**config.mk**
```make
export PLATFORM = sky130hd
export DESIGN_NAME = eth_frame_gen
export DESIGN_NICKNAME = d
export VERILOG_FILES = /design/src/rtl/eth_frame_gen.sv
export SDC_FILE = /design/constraint.sdc
export NUM_CORES = 1
export LEC_CHECK = 0
export ABC_AREA = 1
export CORE_MARGIN = 5
export CORE_UTILIZATION = 67
export CTS_CLUSTER_DIAMETER = 30
export DETAILED_ROUTE_END_ITERATION = 12
export PLACE_DENSITY_LB_ADDON = 0.25
export SLEW_MARGIN = 20
export SYNTH_ARGS = -nofsm -noshare
export SYNTH_HDL_FRONTEND = slang
export SYNTH_SLANG_ARGS = --single-unit
export TNS_END_PERCENT = 30
```
**constraint.sdc**
```tcl
create_clock -name clk -period 4.03 [get_ports clk]
set_input_delay 0.6045 -clock clk [delete_from_list [all_inputs] [get_ports clk]]
set_output_delay 0.6045 -clock clk [all_outputs]
set_load 0.01 [all_outputs]
```
**src/rtl/eth_frame_gen.sv**
```systemverilog
// eth_frame_gen
// Builds one complete Ethernet II frame per start request and streams it as
// bytes to the Manchester serializer. The frame is: preamble, SFD, fixed
// header, caller payload with zero pad, and CRC-32 FCS. An inter-frame gap
// follows each frame.
//
// Ports:
//   clk        system clock (40 MHz)
//   rst_n      asynchronous active-low reset
//   start      one-cycle frame request, ignored while busy
//   len        payload byte count, clamped to MAX_PAYLOAD when accepted
//   pl_data    payload byte from the caller
//   pl_valid   pl_data is valid
//   pl_ready   payload byte consumed this cycle
//   out_data   frame byte to the serializer
//   out_valid  out_data is valid (PRE through FCS)
//   out_ready  serializer takes out_data this cycle
//   out_last   current byte is the final FCS byte
//   busy       frame or inter-frame gap in progress
//   underrun   sticky, a payload byte was missing; cleared on next start
`timescale 1ns/1ps

module eth_frame_gen #(
  parameter logic [47:0] DST_MAC     = 48'hFFFF_FFFF_FFFF,
  parameter logic [47:0] SRC_MAC     = 48'h0200_0000_0001,
  parameter logic [15:0] ETHERTYPE   = 16'h88B5,
  parameter int          MIN_PAYLOAD = 46,
  parameter int          MAX_PAYLOAD = 1500,
  parameter int          IFG_CYCLES  = 384
) (
  input  logic        clk,
  input  logic        rst_n,
  input  logic        start,
  input  logic [10:0] len,
  input  logic [7:0]  pl_data,
  input  logic        pl_valid,
  output logic        pl_ready,
  output logic [7:0]  out_data,
  output logic        out_valid,
  input  logic        out_ready,
  output logic        out_last,
  output logic        busy,
  output logic        underrun
);

  typedef enum logic [2:0] {IDLE, PRE, SFD, HDR, PAY, FCS, IFG} state_t;

  localparam logic [10:0]  MIN_LEN  = 11'(MIN_PAYLOAD);
  localparam logic [10:0]  MAX_LEN  = 11'(MAX_PAYLOAD);
  localparam logic [10:0]  IFG_LAST = 11'(IFG_CYCLES - 1);
  localparam logic [111:0] HDR_BITS = {DST_MAC, SRC_MAC, ETHERTYPE};

  state_t      state, state_next;
  logic [10:0] cnt, cnt_next;
  logic [10:0] len_q, len_next;
  logic [31:0] crc, crc_next;
  logic        underrun_next;
  logic        xfer;
  logic [10:0] pay_total;
  logic [6:0]  hdr_sel;
  logic [31:0] fcs_word;
  logic [7:0]  cur_byte;

  // Reflected CRC-32 over one byte, LSB first.
  function automatic logic [31:0] crc32_byte(input logic [31:0] c_in, input logic [7:0] d);
    logic [31:0] c;
    c = c_in;
    for (int i = 0; i < 8; i++) begin
      c = (c[0] ^ d[i]) ? ((c >> 1) ^ 32'hEDB88320) : (c >> 1);
    end
    return c;
  endfunction

  // The source never stalls, so validity depends on state alone; this also
  // keeps xfer free of any path back through the next-state logic.
  assign out_valid = (state != IDLE) && (state != IFG);
  assign busy      = (state != IDLE);
  assign xfer      = out_valid & out_ready;
  assign out_data  = cur_byte;

  // Short payloads are padded, so the PAY phase always lasts at least MIN_LEN bytes.
  assign pay_total = (len_q < MIN_LEN) ? MIN_LEN : len_q;
  // Header byte 0 is the top byte of the 112-bit header vector.
  assign hdr_sel   = 7'd104 - {cnt[3:0], 3'b000};
  assign fcs_word  = ~crc;

  always_ff @(posedge clk or negedge rst_n) begin
    if (!rst_n) begin
      state    <= IDLE;
      cnt      <= '0;
      len_q    <= '0;
      crc      <= 32'hFFFF_FFFF;
      underrun <= 1'b0;
    end else begin
      state    <= state_next;
      cnt      <= cnt_next;
      len_q    <= len_next;
      crc      <= crc_next;
      underrun <= underrun_next;
    end
  end

  always_comb begin
    state_next    = state;
    cnt_next      = cnt;
    len_next      = len_q;
    crc_next      = crc;
    underrun_next = underrun;
    cur_byte      = 8'h00;
    pl_ready      = 1'b0;
    out_last      = 1'b0;
    case (state)
      IDLE: begin
        if (start) begin
          len_next      = (len > MAX_LEN) ? MAX_LEN : len;
          underrun_next = 1'b0;
          cnt_next      = '0;
          state_next    = PRE;
        end
      end
      PRE: begin
        cur_byte = 8'h55;
        if (xfer) begin
          if (cnt == 11'd6) begin
            cnt_next   = '0;
            state_next = SFD;
          end else begin
            cnt_next = cnt + 11'd1;
          end
        end
      end
      SFD: begin
        cur_byte = 8'hD5;
        if (xfer) begin
          crc_next   = 32'hFFFF_FFFF;
          cnt_next   = '0;
          state_next = HDR;
        end
      end
      HDR: begin
        cur_byte = HDR_BITS[hdr_sel +: 8];
        if (xfer) begin
          crc_next = crc32_byte(crc, cur_byte);
          if (cnt == 11'd13) begin
            cnt_next   = '0;
            state_next = PAY;
          end else begin
            cnt_next = cnt + 11'd1;
          end
        end
      end
      PAY: begin
        // A missing payload byte is replaced by zero and flagged, but the
        // frame keeps its length so the serializer timing is unaffected.
        if (cnt < len_q) begin
          pl_ready = out_ready;
          cur_byte = pl_valid ? pl_data : 8'h00;
          if (xfer && !pl_valid) underrun_next = 1'b1;
        end
        if (xfer) begin
          crc_next = crc32_byte(crc, cur_byte);
          if (cnt == pay_total - 11'd1) begin
            cnt_next   = '0;
            state_next = FCS;
          end else begin
            cnt_next = cnt + 11'd1;
          end
        end
      end
      FCS: begin
        cur_byte = fcs_word[{cnt[1:0], 3'b000} +: 8];
        out_last = (cnt == 11'd3);
        if (xfer) begin
          if (cnt == 11'd3) begin
            cnt_next   = '0;
            state_next = IFG;
          end else begin
            cnt_next = cnt + 11'd1;
          end
        end
      end
      IFG: begin
        if (cnt == IFG_LAST) begin
          cnt_next   = '0;
          state_next = IDLE;
        end else begin
          cnt_next = cnt + 11'd1;
        end
      end
      default: state_next = IDLE;
    endcase
  end

endmodule

```
==> impl_metrics.prom <==
# TYPE chip_impl_metric gauge
chip_impl_metric{name="syn-mean-instance-area",unit="sq um"} 6.46
chip_impl_metric{name="cell_count_after_placement",unit=""} 1183
chip_impl_metric{name="final_antenna_net_count",unit=""} 0
chip_impl_metric{name="finalPower",unit="mW"} 6.31
chip_impl_metric{name="die-height",unit="um"} 110
chip_impl_metric{name="yosys.cell_types.count",unit=""} 52
chip_impl_metric{name="finalNetCount",unit=""} 1103
chip_impl_metric{name="total_nets_after_synthesis",unit=""} 1076
chip_impl_metric{name="cts.sinks",unit=""} 58
chip_impl_metric{name="final_layout_size_suffix_gt1_frac",unit=""} 0.129
chip_impl_metric{name="worst_pin_slew",unit="ns"} 0.784
chip_impl_metric{name="antenna_found_initial",unit=""} 0
chip_impl_metric{name="numPortBuffers",unit=""} 36
chip_impl_metric{name="detail_route.vias_per_cell",unit=""} 6.09
chip_impl_metric{name="postSynthRegisterBits",unit=""} 58
chip_impl_metric{name="cellPowerDensity",unit="nW/um^2"} 856
chip_impl_metric{name="post_cts_resize_count",unit=""} 0
chip_impl_info{name="yosys_most_used_dff",value="dfstp_2"} 1
chip_impl_metric{name="dieArea",unit="sq um"} 12100
chip_impl_metric{name="number_of_drc_markers_in_iteration_0",unit=""} 935
chip_impl_metric{name="timing.fmax",unit="GHz"} 0.272
chip_impl_metric{name="max_capacitance_violation_total",unit=""} 0
chip_impl_metric{name="synthesis.instances",unit=""} 1034
chip_impl_metric{name="synth.yosys.seq_area_share",unit=""} 0.223
chip_impl_metric{name="internal_power",unit="mW"} 2.84
chip_impl_metric{name="cts_max_level",unit=""} 3
chip_impl_metric{name="grt_use_total",unit=""} 0.371
chip_impl_metric{name="io-pin-count",unit=""} 37
chip_impl_metric{name="dr_total_vias",unit=""} 7304
chip_impl_info{name="crit_path_end_kind",value="primary output"} 1
chip_impl_metric{name="finalHoldViolations",unit=""} 0
chip_impl_info{name="timing.setup.critical_path_class",value="reg2out"} 1
chip_impl_metric{name="grt_max_degree",unit=""} 32
chip_impl_metric{name="postCtsSetupRepairBufs",unit=""} 0
chip_impl_info{name="cts_tree",value="done"} 1
chip_impl_info{name="worstSetupStartpointType",value="flop"} 1
chip_impl_info{name="synth_top_cell_by_area",value="nand2_1"} 1
chip_impl_metric{name="power.share.sequential",unit=""} 0.199
chip_impl_metric{name="mappedNetlistArea",unit="sq um"} 6680
chip_impl_metric{name="timing.clock.skew",unit="ns"} 0.0180
chip_impl_metric{name="layout_min_cycle_time",unit="ns"} 3.68
chip_impl_metric{name="clkSlewWorstSetupHoldPaths",unit="ns"} 0.08
chip_impl_metric{name="yosys_warnings",unit=""} 0
chip_impl_metric{name="min_period_over_period",unit=""} 0.914
chip_impl_metric{name="route.final.wire_length",unit="um"} 21600
chip_impl_metric{name="power_frac_clock",unit=""} 0.112
chip_impl_metric{name="cts_hold_repair.buffers",unit=""} 0
chip_impl_metric{name="antenna_cells_inserted",unit=""} 0
chip_impl_metric{name="setup_total_negative_slack",unit="ns"} 0
chip_impl_metric{name="total_switching_power",unit="mW"} 3.47
chip_impl_metric{name="critical_path_arrival",unit="ns"} 3.08
chip_impl_info{name="status",value="completed"} 1
chip_impl_metric{name="place_ws",unit="ns"} 0.777
chip_impl_metric{name="detail_route.wl_per_cell",unit="um"} 18.0
chip_impl_metric{name="dr.pass1.iters",unit=""} 6
chip_impl_metric{name="maxSlewViolCount",unit=""} 0
chip_impl_metric{name="switching_share",unit=""} 0.550
chip_impl_metric{name="area_growth_from_synthesis_to_layout",unit="%"} 10.4
chip_impl_metric{name="placement_rows",unit=""} 36
chip_impl_metric{name="clk_latency",unit="ns"} 0.38
chip_impl_metric{name="synth_edf_count",unit=""} 0
chip_impl_metric{name="post-route-drc-count",unit=""} 0
chip_impl_metric{name="fin_cells",unit=""} 1199
chip_impl_info{name="yosys.cell_count.top_type",value="nand2_1"} 1
chip_impl_metric{name="grt_first_pass_wirelength",unit="um"} 34000
chip_impl_info{name="unrepaired_setup_endpoints_after_global_routing",value="no"} 1
chip_impl_metric{name="coreArea",unit="sq um"} 9730
chip_impl_metric{name="dp.final_hpwl",unit="um"} 15700
chip_impl_metric{name="max-slew-margin-rel",unit=""} 0.477
chip_impl_info{name="synth_top_cells_by_count",value="nand2_1, inv_1, nand3_1, nor2_1, a21oi_1"} 1
chip_impl_metric{name="report.final.setup_viol",unit=""} 0
chip_impl_metric{name="final_critical_path_setup_slack",unit="ns"} 0.348
chip_impl_info{name="ys_top_cells_by_area",value="nand2_1, dfstp_2, dfrtp_1"} 1
chip_impl_metric{name="grt_overflow",unit=""} 0
chip_impl_metric{name="leakage_power",unit="nW"} 3.59
chip_impl_metric{name="vdd_drop_max",unit="uV"} 469
chip_impl_info{name="min_path_type",value="in2async"} 1
chip_impl_metric{name="initial_utilization",unit=""} 0.687
chip_impl_info{name="root_buffer",value="clkbuf_8"} 1
chip_impl_metric{name="power.share.combinational",unit=""} 0.688
chip_impl_metric{name="chipWidth",unit="um"} 110
chip_impl_metric{name="cts-buffers-inserted",unit=""} 9
chip_impl_metric{name="synthDominantCellAreaShare",unit=""} 0.164
chip_impl_metric{name="timing.critical_path.required",unit="ns"} 3.43
chip_impl_metric{name="worst-path-max-fanout",unit=""} 22
chip_impl_metric{name="gp_congestion",unit=""} 1.05
chip_impl_metric{name="first_global_vias",unit=""} 6484
chip_impl_metric{name="asyncSetResetFlopFracSynth",unit=""} 1.00
chip_impl_metric{name="cts-root-to-sink-buffers",unit=""} 2
chip_impl_metric{name="final_core_utilization",unit=""} 0.758
[routing by layer]
metal | vias to the layer above | GRT usage | part of all wire
li1 | 3414 | - | -
met1 | 3349 | 0.524 | 0.42
met2 | 463 | 0.525 | 0.41
met3 | 78 | 0.126 | 0.14
met4 | 0 | 0.126 | 0.033
met5 | - | 0 | 0
[kinds of logic after synthesis]
kind of cell | share of synthesized area
fa+ha+maj | 0.0337
compound gates | 0.139
buf+inv | 0.0923
flops | 0.223
simple gates | 0.386
xor+xnor | 0.125
[worst paths after layout]
path | from | to | slack, ns | cells after the start
min in group clk | underrun | underrun | 0.49 | 2
worst max register to register | cnt[1] | crc[19] | 0.75 | 14
worst max-delay path | len_q[2] | out_data[4] | 0.35 | 9
worst min-delay path | rst_n | state[0] | 0.31 | 1
worst min register to register | underrun | underrun | 0.49 | 2
max in group asynchronous | rst_n | crc[3] | 2.76 | 2
[critical path, stage by stage, from the launching register on]
cell	delay [ns]
dfrtp_1	0.35
clkinv_1	0.20
ha_1	0.37
a21oi_1	0.18
nand2_2	0.07
nand3_2	0.36
and2_4	0.31
nand3_1	0.09
o311ai_0	0.14
clkdlybuf4s50_1	0.63
[registers in the layout, summed over array words and instances, names as in the netlist]
name,cells
crc,32
cnt,11
len_q,11
state,3
underrun,1
[power by group through the flow]
stage | logic, mW | registers, mW | clock network, mW
floorplan | 3.14 | 1.14 | 0
global placement | 4.13 | 1.24 | 0
CTS | 4.21 | 1.24 | 0.704
finish | 4.34 | 1.26 | 0.708
global route | 4.72 | 1.29 | 0.734
detailed placement | 4.18 | 1.25 | 0
[cell type report]
type	count	area (sq um)
clock buffers	11	141
clock inverters	5	103
fillers	808	2350
inverters	120	450
multi-input cells	824	4580
flip-flops and latches	58	1490
well taps	133	166
repair buffers	48	445
[cells in the final DEF (no fill, tap or decap), drive strengths merged, types with 2 or more instances in the layout]
master,Yosys,routed
nand2,326,326
o211ai,4,4
dfrtp,26,26
a21oi,57,57
bufinv,0,3
nand4,24,24
a31oi,8,8
buf,15,13
o21ai,62,62
nand3,107,107
o221ai,3,3
and2,2,2
and3,2,2
xor2,61,61
nand3b,3,3
ha,18,18
xnor2,16,16
a21o,3,3
nor2,89,89
nor3,5,5
inv,118,118
clkbuf,17,11
clkinv,2,3
a22oi,11,11
a32oi,6,6
o21bai,2,2
or2,8,8
dfstp,32,32
clkdlybuf4s50,0,35
[through the flow]
| step | cell area (sq um) | hold slack [ns] |
|---|---|---|
| finish | 7370 | 0.305 |
| global route | 7370 | 0.336 |
| CTS | 7370 | 0.304 |
| detailed placement | 7130 | 0.469 |
| global placement | 7130 | 0.466 |
| floorplan | 6680 | 0.309 |
(Power assumes the default switching activity.)
